--- src/rtl/mem_req_ctrl.sv ---
// mem_req_ctrl: buffered command front-end for a SEL/WR_RDbar memory port,
// executing one access at a time in order, with read timeout and response.
module mem_req_ctrl #(
   parameter int ADDR_WIDTH = 8,
   parameter int DATA_WIDTH = 16,
   parameter int FIFO_DEPTH = 4,
   parameter int TIMEOUT    = 15
) (
   input  logic                  clk,
   input  logic                  RST,
   input  logic                  cmd_valid,
   output logic                  cmd_ready,
   input  logic                  cmd_wr,
   input  logic [ADDR_WIDTH-1:0] cmd_addr,
   input  logic [DATA_WIDTH-1:0] cmd_wdata,
   output logic                  rsp_valid,
   input  logic                  rsp_ready,
   output logic [DATA_WIDTH-1:0] rsp_rdata,
   output logic                  rsp_err,
   output logic                  SEL,
   output logic                  WR_RDbar,
   output logic [ADDR_WIDTH-1:0] ADDR,
   output logic [DATA_WIDTH-1:0] WDATA,
   input  logic                  READY,
   input  logic [DATA_WIDTH-1:0] RDATA
);

   localparam int PW = (FIFO_DEPTH > 1) ? $clog2(FIFO_DEPTH) : 1;
   localparam int CW = PW + 1;

   typedef struct packed {
      logic                  wr;
      logic [ADDR_WIDTH-1:0] addr;
      logic [DATA_WIDTH-1:0] wdata;
   } cmd_t;

   typedef enum logic [1:0] {
      IDLE,
      WRITE,
      RD_WAIT,
      RESP
   } state_t;

   cmd_t          fifo_mem [FIFO_DEPTH];
   logic [PW-1:0] wr_ptr;
   logic [PW-1:0] rd_ptr;
   logic [CW-1:0] count;
   logic          fifo_full;
   logic          fifo_empty;
   logic          push;
   logic          pop;
   cmd_t          head;

   state_t        state_q;
   state_t        state_d;
   logic [7:0]    tmo_q;
   logic [7:0]    tmo_d;

   logic                  sel_d;
   logic                  wr_d;
   logic                  rv_d;
   logic                  err_d;
   logic [ADDR_WIDTH-1:0] addr_d;
   logic [DATA_WIDTH-1:0] wdata_d;
   logic [DATA_WIDTH-1:0] rdata_d;

   assign fifo_full  = (count == CW'(FIFO_DEPTH));
   assign fifo_empty = (count == '0);
   assign cmd_ready  = !fifo_full;
   assign push       = cmd_valid && cmd_ready;
   assign head       = fifo_mem[rd_ptr];

   always_ff @(posedge clk) begin
      if (push) begin
         fifo_mem[wr_ptr] <= {cmd_wr, cmd_addr, cmd_wdata};
      end
   end

   always_ff @(posedge clk) begin
      if (RST) begin
         wr_ptr <= '0;
         rd_ptr <= '0;
         count  <= '0;
      end else begin
         if (push) begin
            wr_ptr <= wr_ptr + PW'(1);
         end
         if (pop) begin
            rd_ptr <= rd_ptr + PW'(1);
         end
         case ({push, pop})
            2'b10:   count <= count + CW'(1);
            2'b01:   count <= count - CW'(1);
            default: count <= count;
         endcase
      end
   end

   always_comb begin
      state_d = state_q;
      tmo_d   = tmo_q;
      pop     = 1'b0;
      sel_d   = 1'b0;
      wr_d    = 1'b0;
      rv_d    = 1'b0;
      addr_d  = ADDR;
      wdata_d = WDATA;
      rdata_d = rsp_rdata;
      err_d   = rsp_err;
      unique case (state_q)
         IDLE: begin
            if (!fifo_empty) begin
               pop     = 1'b1;
               addr_d  = head.addr;
               wdata_d = head.wdata;
               sel_d   = 1'b1;
               tmo_d   = '0;
               if (head.wr) begin
                  wr_d    = 1'b1;
                  state_d = WRITE;
               end else begin
                  state_d = RD_WAIT;
               end
            end
         end
         WRITE: begin
            state_d = IDLE;
         end
         RD_WAIT: begin
            sel_d = 1'b1;
            // READY on the first wait cycle may be left over from the last access
            if (tmo_q != '0 && READY) begin
               rdata_d = RDATA;
               err_d   = 1'b0;
               rv_d    = 1'b1;
               sel_d   = 1'b0;
               state_d = RESP;
            end else if (tmo_q == 8'(TIMEOUT - 1)) begin
               rdata_d = '0;
               err_d   = 1'b1;
               rv_d    = 1'b1;
               sel_d   = 1'b0;
               state_d = RESP;
            end else begin
               tmo_d = tmo_q + 8'd1;
            end
         end
         RESP: begin
            rv_d = 1'b1;
            if (rsp_ready) begin
               rv_d    = 1'b0;
               state_d = IDLE;
            end
         end
      endcase
   end

   always_ff @(posedge clk) begin
      if (RST) begin
         state_q   <= IDLE;
         tmo_q     <= '0;
         SEL       <= 1'b0;
         WR_RDbar  <= 1'b0;
         ADDR      <= '0;
         WDATA     <= '0;
         rsp_valid <= 1'b0;
         rsp_rdata <= '0;
         rsp_err   <= 1'b0;
      end else begin
         state_q   <= state_d;
         tmo_q     <= tmo_d;
         SEL       <= sel_d;
         WR_RDbar  <= wr_d;
         ADDR      <= addr_d;
         WDATA     <= wdata_d;
         rsp_valid <= rv_d;
         rsp_rdata <= rdata_d;
         rsp_err   <= err_d;
      end
   end

endmodule

--- config.mk ---
export PLATFORM = sky130hd
export DESIGN_NAME = mem_req_ctrl
export DESIGN_NICKNAME = d
export VERILOG_FILES = /design/src/rtl/mem_req_ctrl.sv
export SDC_FILE = /design/constraint.sdc
export NUM_CORES = 1
export LEC_CHECK = 0
export CAP_MARGIN = 20
export CELL_PAD_IN_SITES_DETAIL_PLACEMENT = 0
export CELL_PAD_IN_SITES_GLOBAL_PLACEMENT = 2
export CORE_UTILIZATION = 41
export DETAILED_ROUTE_END_ITERATION = 10
export HOLD_SLACK_MARGIN = 0.15
export PLACE_DENSITY = 0.88
export SLEW_MARGIN = 5
export SYNTH_ARGS = -nofsm -noshare
export SYNTH_HDL_FRONTEND = slang
export SYNTH_SLANG_ARGS = --single-unit
--- constraint.sdc ---
create_clock -name clk -period 4.51 [get_ports clk]
set_input_delay 0.6765 -clock clk [delete_from_list [all_inputs] [get_ports clk]]
set_output_delay 0.6765 -clock clk [all_outputs]
set_load 0.02 [all_outputs]
==> results of run 1 <==
[cell usage after synthesis]
cell type / instances
edfxtp_1: 100
dfxtp_1: 63
nand2_1: 62
a21oi_1: 32
mux4_2: 25
nor2_1: 18
a22o_1: 16
clkbuf_1: 13
inv_1: 10
nand3_1: 9
ha_1: 8
or3_1: 7
and3_1: 5
nor3_1: 5
a31oi_1: 4
o21ai_0: 4
buf_1: 3
xor2_1: 3
buf_2: 2
xnor2_1: 2
a211oi_1: 1
a21o_1: 1
a21oi_4: 1
and2_1: 1
buf_4: 1
fa_1: 1
nand2b_1: 1
nand3b_1: 1
nand4_1: 1
nor2b_1: 1
nor4b_1: 1
o22ai_1: 1
o31ai_1: 1
o41a_1: 1
o41ai_4: 1
or2_4: 1
or4_4: 1
[through the flow]
step | cell area (µm²) | power (mW)
6_report | 7710 | 4.57
5_1_grt | 7710 | 4.83
4_1_cts | 7710 | 4.63
3_5_place_dp | 7140 | 3.26
3_3_place_gp | 7140 | 3.23
2_1_floorplan | 6040 | 2.75
[sequential cells by signal, summed over array words and instances (netlist names), named ones only]
| name | count |
|---|---|
| count | 3 |
| wr_ptr | 2 |
| ADDR | 8 |
| rd_ptr | 2 |
| WDATA | 16 |
| SEL | 1 |
| fifo_mem | 100 |
| rsp_err | 1 |
| rsp_rdata | 16 |
| WR_RDbar | 1 |
| tmo_q | 8 |
| rsp_valid | 1 |
| state_q | 2 |
[final timing paths]
| path | from | to | slack [ns] | cells past startpoint |
|---|---|---|---|---|
| max | count[0] | cmd_ready | 2.12 | 3 |
| min | WDATA[1] | WDATA[1] | 0.45 | 2 |
| max reg2reg | tmo_q[4] | tmo_q[2] | 2.24 | 5 |
| min reg2reg | WDATA[1] | WDATA[1] | 0.45 | 2 |
[critical path, cell delays in order, from the launching register on]
cell and delay (ns):
dfxtp_1 0.37, inv_1 0.09, nand3_1 0.18, clkdlybuf4s50_1 0.64
[power breakdown]
| part | internal [mW] | leakage (nW) | switching (mW) |
|---|---|---|---|
| sequential | 1.82 | 1.43 | 0.149 |
| combinational | 0.535 | 0.919 | 0.713 |
| clock | 0.792 | 0.268 | 0.570 |
[kinds of logic (layout without fill, tap and decap cells)]
logic type | Yosys count | after routing | share of synthesized area [%]
and+or+nand+nor | 114 | 114 | 8.39
muxes | 25 | 25 | 9.32
buffers and inverters | 29 | 139 | 1.91
AOI/OAI and AO/OA | 63 | 63 | 7.10
adders and majority gates | 9 | 9 | 1.99
DFF | 163 | 163 | 70.6
xor gates and xnor gates | 5 | 5 | 0.725
[layout make-up]
| class | instances | area share [%] |
|---|---|---|
| Multi-Input combinational cell | 216 | 21.6 |
| Timing Repair Buffer | 97 | 12.3 |
| Inverter | 10 | 0.487 |
| Clock buffer | 22 | 6.02 |
| Clock inverter | 10 | 1.27 |
| Tap cell | 180 | 2.92 |
| Sequential cell | 163 | 55.3 |
[layer usage]
| layer | vias up | global-route usage (%) | share of wire (%) |
|---|---|---|---|
| met1 | 1781 | 20.8 | 43 |
| met4 | 0 | 8.51 | 1.3 |
| met5 | - | 0 | 0 |
| met3 | 13 | 5.86 | 6.7 |
| li1 | 1723 | - | - |
| met2 | 106 | 28.1 | 49 |
==> metrics.md, run 1 <==
| Metric | Value |
|---|---|
| Pre-antenna DRT Iters | 5 |
| Status | finished, final reports clean |
| Mapped Avg Cell Area | 14.8 µm² |
| HPWL after detailed placement | 7.20 mm |
| WL per Instance | 17.1 µm |
| Antenna violations before repair | 0 |
| Hold Fails Final Rpt | 0 |
| Register area | 4270 µm² |
| Initial DRC count | 180 |
| CTS root buf | clkbuf_16 |
| Share of post-route cells with drive strength above 1 | 13.1% |
| Final setup fails | 0 |
| Total CTS buffers | 17 |
| Worst-path fanout max | 6 |
| Clk slew on worst S/H paths | 0.06 ns |
| Rows | 43 |
| Leakage power | 2.62 nW |
| CTS tree | built |
| Via density | 5.19 |
| Kind of critical path | register to output port |
| Starting Density | 42.7% |
| Pwr Density | 594 nW/µm² |
| Post-synthesis instance total | 408 |
| Die area | 15200 µm² |
| Fillers | 1153 |
| Critical path capture point type | output port |
| Most frequent cells in the layout | edfxtp_1 (100), clkdlybuf4s50_1 (89), dfxtp_1 (62), nand2_1 (62), a21oi_1 (32) |
| Core ar. | 14100 µm² |
| Num Clock Sinks | 163 |
| Vias in the first global route | 3689 |
| Antenna-violating nets left | 0 |
| GRT overflow | 0 |
| Largest net degree at the start of global routing | 50 |
| # diodes | 0 |
| Pre-CTS setup slack | 1.80 ns |
| First-pass GRT wire length | 18.9 mm |
| Netlist cell types | 37 |
| WP data required | 3.83 ns |
| Final GP Congestion | 0.776 |
| Vias | 3623 |
| Synth top area share | 49.7% |
| Die Ht | 123 µm |
| Period minus WS final | 2.39 ns |
| Max rail drop VDD | 0.368 mV |
| Post-layout util | 54.5% |
| Commonest non-fill, non-tap cell in the layout | edfxtp_1 |
| Fin cells | 698 |
| Max Transition Viols Final | 0 |
| # port buffers | 90 |
| Crit share post-route | 52.9% |
| GR Util All Layers | 17.4% |
| Syn nets | 463 |
| Synthesized cell area | 6040 µm² |
| Tightest Pin Transition | 1.00 ns |
| Total negative slack | 0 ns |
| I/O pins | 91 |
| Yosys top cell by area | edfxtp_1 |
| Area of the multi-input gates | 1670 µm² |
| Clock Path Buffers | 2 |
| Max-cap viol count | 0 |
| Max_slew headroom | 33.3% |
| Setup Buffers After CTS | 0 |
| CP Launch Type | register |
| Layout Skew | 0.00884 ns |
| Top cells by area, synth | edfxtp_1 (50%), dfxtp_1 (21%), mux4_2 (9.3%) |
| RSZ-0062 raised after global routing | false |
| # resized after CTS | 0 |
| # placed instances | 666 |
| Final worst setup slack | 2.12 ns |
| Fmax | 419 MHz |
| Final wirelength | 11.9 mm |
| Hold Buf Count CTS | 0 |
| YS warnings | 0 |
| H-tree Lvls | 4 |
| Worst Path Arrival | 1.71 ns |
| DIE WIDTH | 123 µm |
| Clock Latency Late Sink | 0.42 ns |
| Area growth syn-to-layout | 27.5% |
| Worst hold path type | register to register |
| Total Nets Final | 560 |
| Sequential share of the synthesized area | 70.6% |
| Final hold slack | 0.454 ns |
| DRC violations left | 0 |
| Seq cells post-synth | 163 |
Note: power is estimated with default switching activity, not from simulation.
==> run 2, diff against run 1 <==
--- a/config.mk
+++ b/config.mk
@@ -8,10 +8,10 @@
 export CAP_MARGIN = 20
 export CELL_PAD_IN_SITES_DETAIL_PLACEMENT = 0
 export CELL_PAD_IN_SITES_GLOBAL_PLACEMENT = 2
-export CORE_UTILIZATION = 41
+export CORE_UTILIZATION = 34
 export DETAILED_ROUTE_END_ITERATION = 10
 export HOLD_SLACK_MARGIN = 0.15
-export PLACE_DENSITY = 0.88
+export PLACE_DENSITY = 0.78
 export SLEW_MARGIN = 5
 export SYNTH_ARGS = -nofsm -noshare
 export SYNTH_HDL_FRONTEND = slang
==> constraint.sdc (replaced) <==
create_clock -name clk -period 1.9 [get_ports clk]
set_input_delay 0.285 -clock clk [delete_from_list [all_inputs] [get_ports clk]]
set_output_delay 0.285 -clock clk [all_outputs]
set_load 0.02 [all_outputs]
==> run 2 against run 1 <==
  * The run now ends with setup timing left
  * Cell count grew 13%
  * Non-clock buffer count grew 45
  * Clock-buffer cell count is 2 lower
  * Via count up 4.6%
  * Largest power group unchanged
  * Sequential share of layout area fell by 4.3 points
  * Wire length is 9.4% higher
  * First-iteration DRC count down 23%
  * Final area rose by 8.7%
  * Critical path depth increased by 5
  * Global-route usage down 2.5 points
  * Flip-flop and latch count stayed put
  * Worst hold slack worse by 0.084 ns
==> metrics.md, run 2 (synthesis gave the netlist of run 1 again) <==
| Metric | Value |
|---|---|
| Status | finished with violations |
| Failing checks | setup timing |
| DIE WIDTH | 135 µm (+9.7%) |
| Clk slew on worst S/H paths | 0.06 ns (about the same) |
| Leakage power | 2.92 nW (+12%) |
| DRC violations left | 0 (unchanged) |
| RSZ-0062 raised after global routing | true |
| Core ar. | 17300 µm² (+22%) |
| CTS tree | built |
| Share of post-route cells with drive strength above 1 | 24.2% (+11 points) |
| Final GP Congestion | 0.686 (-12%) |
| Worst Path Arrival | 2.39 ns (+0.68 ns) |
| Max_slew headroom | 63.6% (+30 points) |
| Number of flip-flops in the largest register | 100 (unchanged) |
| Hold Fails Final Rpt | 0 (unchanged) |
| WP data required | 2.26 ns (-1.57 ns) |
| Rows | 48 (+12%) |
| Max-cap viol count | 0 (unchanged) |
| Worst r2r src | tmo_q[4] |
| Reg2Reg Setup Slack | -0.13 ns (-2.37 ns) |
| Total Nets Final | 605 (+8.0%) |
| Hold Path End | tmo_q[0] |
| Final Power | 12.0 mW (+160%) |
| Via density | 4.81 (-7.3%) |
| Final worst setup slack | -0.133 ns (-2.26 ns) |
| Tightest Pin Transition | 0.545 ns (-0.456 ns) |
| Max Transition Viols Final | 0 (unchanged) |
| Most frequent cells in the layout | edfxtp_1 (100), clkdlybuf4s50_1 (88), nand2_1 (58) |
| Final hold slack | 0.370 ns (-0.0843 ns) |
| Vias in the first global route | 3896 (+5.6%) |
| Vias | 3791 (+4.6%) |
| Crit share post-route | 107% |
| Final wirelength | 13.0 mm (+9.4%) |
| Pwr Density | 1430 nW/µm² (+140%) |
| Top cell by count, worst path | buf_6 |
| Die Ht | 135 µm (+9.7%) |
| Worst hold stages | 3 (+1) |
| Kind of critical path | register to register |
| CP max stage delay | 0.56 ns (-0.08 ns) |
| CP Launch Type | register |
| Largest register by flop count | fifo_mem |
| Clock Path Buffers | 2 (unchanged) |
| # placed instances | 740 (+11%) |
| Num Clock Sinks | 163 (unchanged) |
| Pre-CTS setup slack | -0.239 ns (-2.03 ns) |
| Layout Skew | 0.00749 ns (-0.00135 ns) |
| H-tree Lvls | 4 (unchanged) |
| Fmax | 492 MHz |
| Initial DRC count | 138 (-23%) |
| GRT overflow | 0 (unchanged) |
| Worst-path fanout max | 4 (-2) |
| Total negative slack | -1.80 ns (-1.80 ns) |
| Commonest non-fill, non-tap cell in the layout | edfxtp_1 |
| Final setup fails | 25 (+25) |
| I/O pins | 91 (unchanged) |
| GR Util All Layers | 14.9% (-2.5 points) |
| Worst reg2reg path depth | 8 (+3) |
| First-pass GRT wire length | 20.4 mm (+7.6%) |
| Fillers | 1518 (+32%) |
| Critical R2R Capture | tmo_q[5] |
| CTS root buf | clkbuf_16 |
| Max rail drop VDD | 0.809 mV (+120%) |
| Starting Density | 34.9% (-7.8 points) |
| Antenna-violating nets left | 0 (unchanged) |
| Top flop regs | fifo_mem x100, WDATA x16, rsp_rdata x16 |
| CP Cell Sequence | or4_4 > o41ai_4 > buf_4 > buf_6 > a31oi_4 > buf_6 > nor4b_4 > a21o_1 |
| Critical path capture point type | register |
| # port buffers | 90 (unchanged) |
| Slowest stage cell, crit path | or4_4 |
| Total CTS buffers | 17 (unchanged) |
| Antenna violations before repair | 0 (unchanged) |
| Area growth syn-to-layout | 38.7% |
| WL per Instance | 16.6 µm (-3.1%) |
| HP Start | RST |
| Fin cells | 788 (+13%) |
| Die area | 18300 µm² (+20%) |
| Period minus WS final | 2.03 ns |
| # diodes | 0 (unchanged) |
| HPWL after detailed placement | 8.33 mm (+16%) |
| Pre-antenna DRT Iters | 4 (-1) |
| Worst hold path type | primary input to register |
| Largest net degree at the start of global routing | 31 (-38%) |
| Clock Latency Late Sink | 0.41 ns (about the same) |
==> run 2: changes by cell type in the layout (fill, tap and decap cells not counted), sizes merged <==
cell,previous run,this run
inv,13,12
clkinvlp,3,2
clkinv,3,6
clkbuf,22,20
buf,8,53
bufinv,1,2
clkdlybuf4s50,89,88
dlygate4sd2,0,1
==> run 2: layer usage <==
layer  track usage, %  vias to the layer above  share of wire, %
met5                0                        -                 0
met4             4.31                        0              0.74
met3             4.53                       10               4.7
met2             25.6                       73                51
met1             18.1                     1903                44
li1                 -                     1805                 -
==> run 2: critical path, delay by kind of cell (launching register included) <==
family                 cells  cell delay (ns)
DFF                        1             0.32
AOI/OAI and AO/OA          3             0.44
buffers and inverters      3             0.46
and+or+nand+nor            2             0.77
==> run 2: power by group <==
part / switching, mW / total, mW / internal, mW
Sequential: 0.258 / 4.58 / 4.32
Clock: 1.37 / 3.34 / 1.98
Combinational: 2.10 / 4.08 / 1.98
==> run 2: worst max-delay path by stage <==
stage,start,end
floorplan,count[2],count[2]
global placement,cmd_valid,count[2]
detailed placement,cmd_valid,count[2]
CTS,tmo_q[7],rsp_rdata[0]
global route,tmo_q[4],tmo_q[6]
finish,tmo_q[4],tmo_q[5]
==> run 2: layout make-up <==
cell class | count | area, µm² | area share (%)
clock buffer | 20 | 447 | 5.33
clock inverter | 12 | 133 | 1.58
inverter | 10 | 40.0 | 0.478
multi-input combinational | 216 | 1780 | 21.3
sequential | 163 | 4270 | 51.0
tap | 225 | 282 | 3.36
timing repair buffer | 142 | 1420 | 17.0
==> run 2: repair_timing <==
item | CTS | global route
gates resized for setup | 17 | 19
pin swaps | 15 | 12
setup buffers | 10 | 6
endpoints found under the setup margin | 24 | 30
hold buffers | 0 | 0
==> run 2: per-stage QoR <==
stage | util (%) | cell area [µm²]
2_1_floorplan | - | 6100
3_3_place_gp | 43.5 | 7530
3_5_place_dp | 43.5 | 7530
4_1_cts | 47.7 | 8250
5_1_grt | 48.4 | 8380
6_report | 48.4 | 8380
==> run 3, diff against run 2 <==
--- a/config.mk
+++ b/config.mk
@@ -8,8 +8,10 @@
 export CAP_MARGIN = 20
 export CELL_PAD_IN_SITES_DETAIL_PLACEMENT = 0
 export CELL_PAD_IN_SITES_GLOBAL_PLACEMENT = 2
-export CORE_UTILIZATION = 34
+export CORE_UTILIZATION = 40
+export CTS_CLUSTER_DIAMETER = 80
 export DETAILED_ROUTE_END_ITERATION = 10
+export DONT_BUFFER_PORTS = 1
 export HOLD_SLACK_MARGIN = 0.15
 export PLACE_DENSITY = 0.78
 export SLEW_MARGIN = 5
==> run 3 against run 2 <==
  * Utilization grew 4.0 points
  * The run ends with DRC, hold timing, setup timing left
  * Critical path type unchanged
  * Sequential share of layout area grew 4.7 points
  * Clock power up 4%
  * Clock-buffer cell count grew 1
  * Global-route usage rose by 1.6 points
  * Largest cell class unchanged
  * Total power is 6.2% lower
==> metrics.md, run 3 (synthesis gave the netlist of run 1 again) <==
| Metric | Value |
|---|---|
| GRT overflow | 0 (unchanged) |
| Fmax | 501 MHz (+1.9%) |
| Area after DPL | 6560 µm² (-13%) |
| Worst hold path type | primary input to register |
| HPWL after detailed placement | 7.11 mm (-15%) |
| RSZ-0062 raised after global routing | true |
| CP max stage delay | 0.35 ns (-0.21 ns) |
| Hold Fails Final Rpt | 44 (+44) |
| H-tree Lvls | 4 (unchanged) |
| Top flop regs | fifo_mem x100, WDATA x16, rsp_rdata x16 |
| Commonest non-fill, non-tap cell in the layout | edfxtp_1 |
| Rows | 44 (-8.3%) |
| Pwr Density | 1470 nW/µm² (+2.4%) |
| Clock Path Buffers | 2 (unchanged) |
| Layout Skew | 0.00935 ns (+0.00186 ns) |
| Leakage power | 2.67 nW (-8.7%) |
| Core ar. | 14600 µm² (-15%) |
| Status | finished with violations |
| Crit share post-route | 105% (-2.0 points) |
| Final hold slack | -0.0770 ns (-0.447 ns) |
| Num Clock Sinks | 163 (unchanged) |
| Largest net degree at the start of global routing | 50 (+61%) |
| Number of flip-flops in the largest register | 100 (unchanged) |
| Buf+Inv Stages, Crit Path | 2 (-1) |
| Die area | 15600 µm² (-15%) |
| Initial DRC count | 147 (+6.5%) |
| Kind of critical path | register to register |
| CP Launch Type | register |
| # port buffers | 0 (-100%) |
| Final worst setup slack | -0.0946 ns (+0.0387 ns) |
| Period minus WS final | 1.99 ns (-0.0387 ns) |
| Slowest stage cell, crit path | dfxtp_2 |
| # diodes | 0 (unchanged) |
| CTS root buf | clkbuf_16 |
| Hold Buf Count CTS | 43 (+43) |
| Clock Latency Late Sink | 0.42 ns (about the same) |
| Worst-path fanout max | 3 (-1) |
| Total CTS buffers | 17 (unchanged) |
| WP data required | 2.24 ns (-0.02 ns) |
| Area growth syn-to-layout | 27.0% |
| Worst Path Arrival | 2.34 ns (-0.05 ns) |
| Final GP Congestion | 0.782 (+14%) |
| Clk slew on worst S/H paths | 0.06 ns (about the same) |
| Max rail drop VDD | 0.814 mV (+0.62%) |
| Pre-antenna DRT Iters | 8 (+4) |
| Total Nets Final | 543 (-10%) |
| Share of post-route cells with drive strength above 1 | 24.0% (-0.16 points) |
| First-pass GRT wire length | 19.3 mm (-5.5%) |
| GR Util All Layers | 16.5% (+1.6 points) |
| Cell family with most CP delay | simple AND/OR/NAND/NOR gates |
| Most frequent cells in the layout | edfxtp_1 (100), nand2_1 (61), dfxtp_1 (57) |
| Tightest Pin Transition | 0.561 ns (+0.0159 ns) |
| Failing checks | DRC, hold timing, setup timing |
| Die Ht | 125 µm (-7.7%) |
| Via density | 5.21 (+8.3%) |
| Max-cap viol count | 0 (unchanged) |
| Max Transition Viols Final | 0 (unchanged) |
| CTS tree | built |
| Starting Density | 41.3% (+6.3 points) |
| Critical path capture point type | register |
| DIE WIDTH | 125 µm (-7.7%) |
| Antenna-violating nets left | 0 (unchanged) |
| Final setup fails | 16 (-36%) |
| Final Cell Area | 7670 µm² (-8.4%) |
| Final wirelength | 12.0 mm (-8.2%) |
| I/O pins | 91 (unchanged) |
| Largest register by flop count | fifo_mem |
| Max_slew headroom | 62.5% (-1.1 points) |
| DRC violations left | 10 (+10) |
| Vias | 3563 (-6.0%) |
| Antenna violations before repair | 0 (unchanged) |
| Vias in the first global route | 3708 (-4.8%) |
| WL per Instance | 17.5 µm (+5.7%) |
| CP Cell Sequence | nor3_2 > or3_4 > inv_4 > ha_4 > inv_2 > fa_2 > xor2_1 > or3_1 > a21oi_2 |
==> run 3: changes by cell type in the layout (fill, tap and decap cells not counted), sizes merged <==
cell / delta
bufinv: +1
clkinv: -5
clkdlybuf4s50: -88
clkinvlp: -1
buf: -16
dlygate4sd2: -1
clkbuf: +1
dlygate4sd3: +43
inv: +3
==> run 3: repair_timing <==
action | in CTS | in global routing
resized for setup | 10 | 10
cloned | 0 | 0
endpoints found under the hold margin | 163 | 45
pin swaps | 8 | 12
endpoints found under the setup margin | 24 | 26
setup buffers | 3 | 3
==> run 3: stage by stage <==
step	power [mW]	util, %	worst slack, ns	setup TNS (ns)	cells
5_1_grt	11.8	52.4	-0.174	-2.32	684
2_1_floorplan	6.69	-	-0.257	-0.400	408
4_1_cts	11.3	52.2	-0.0833	-0.128	685
3_5_place_dp	7.64	44.8	-0.119	-1.99	608
3_3_place_gp	7.59	44.8	-0.0506	-0.417	608
6_report	11.3	52.4	-0.0946	-0.346	684
==> run 3: area by class of cell <==
class                      count  area, µm²
timing repair buffer          80        782
clock buffer                  21        450
inverter                      10       40.0
sequential                   163       4270
multi-input combinational    216       1750
clock inverter                10        146
tap                          184        230
fill                        1227       6970
==> run 3: worst reg2reg max path, cell delays in order, from the launching register on <==
cell and delay (ns):
dfxtp_2 0.35, nor3_2 0.05, or3_4 0.34, inv_4 0.07, ha_4 0.12, inv_2 0.03
fa_2 0.32, xor2_1 0.16, or3_1 0.33, a21oi_2 0.13
==> run 3: power breakdown <==
group / total [mW] / internal [mW] / switching, mW
Sequential: 4.88 / 4.32 / 0.559
Clock: 3.46 / 2.11 / 1.34
Combinational: 2.92 / 1.30 / 1.62
Total: 11.3 / 7.73 / 3.52
==> run 3: final timing paths <==
path / depth (start not counted) / endpoint / startpoint / slack (ns)
setup / recovery: 9 / count[2] / count[1] / -0.09
hold / removal: 1 / tmo_q[4] / RST / -0.08
setup reg to reg: 9 / count[2] / count[1] / -0.09
hold reg to reg: 2 / tmo_q[6] / tmo_q[6] / 0.51
==> run 3: metal layers <==
layer	vias to the layer above	track usage, %	part of all wire [%]
met5	-	0	0
met4	0	6.03	1.1
met3	12	5.50	5.1
met2	88	28.3	51
met1	1781	19.3	43
li1	1682	-	-
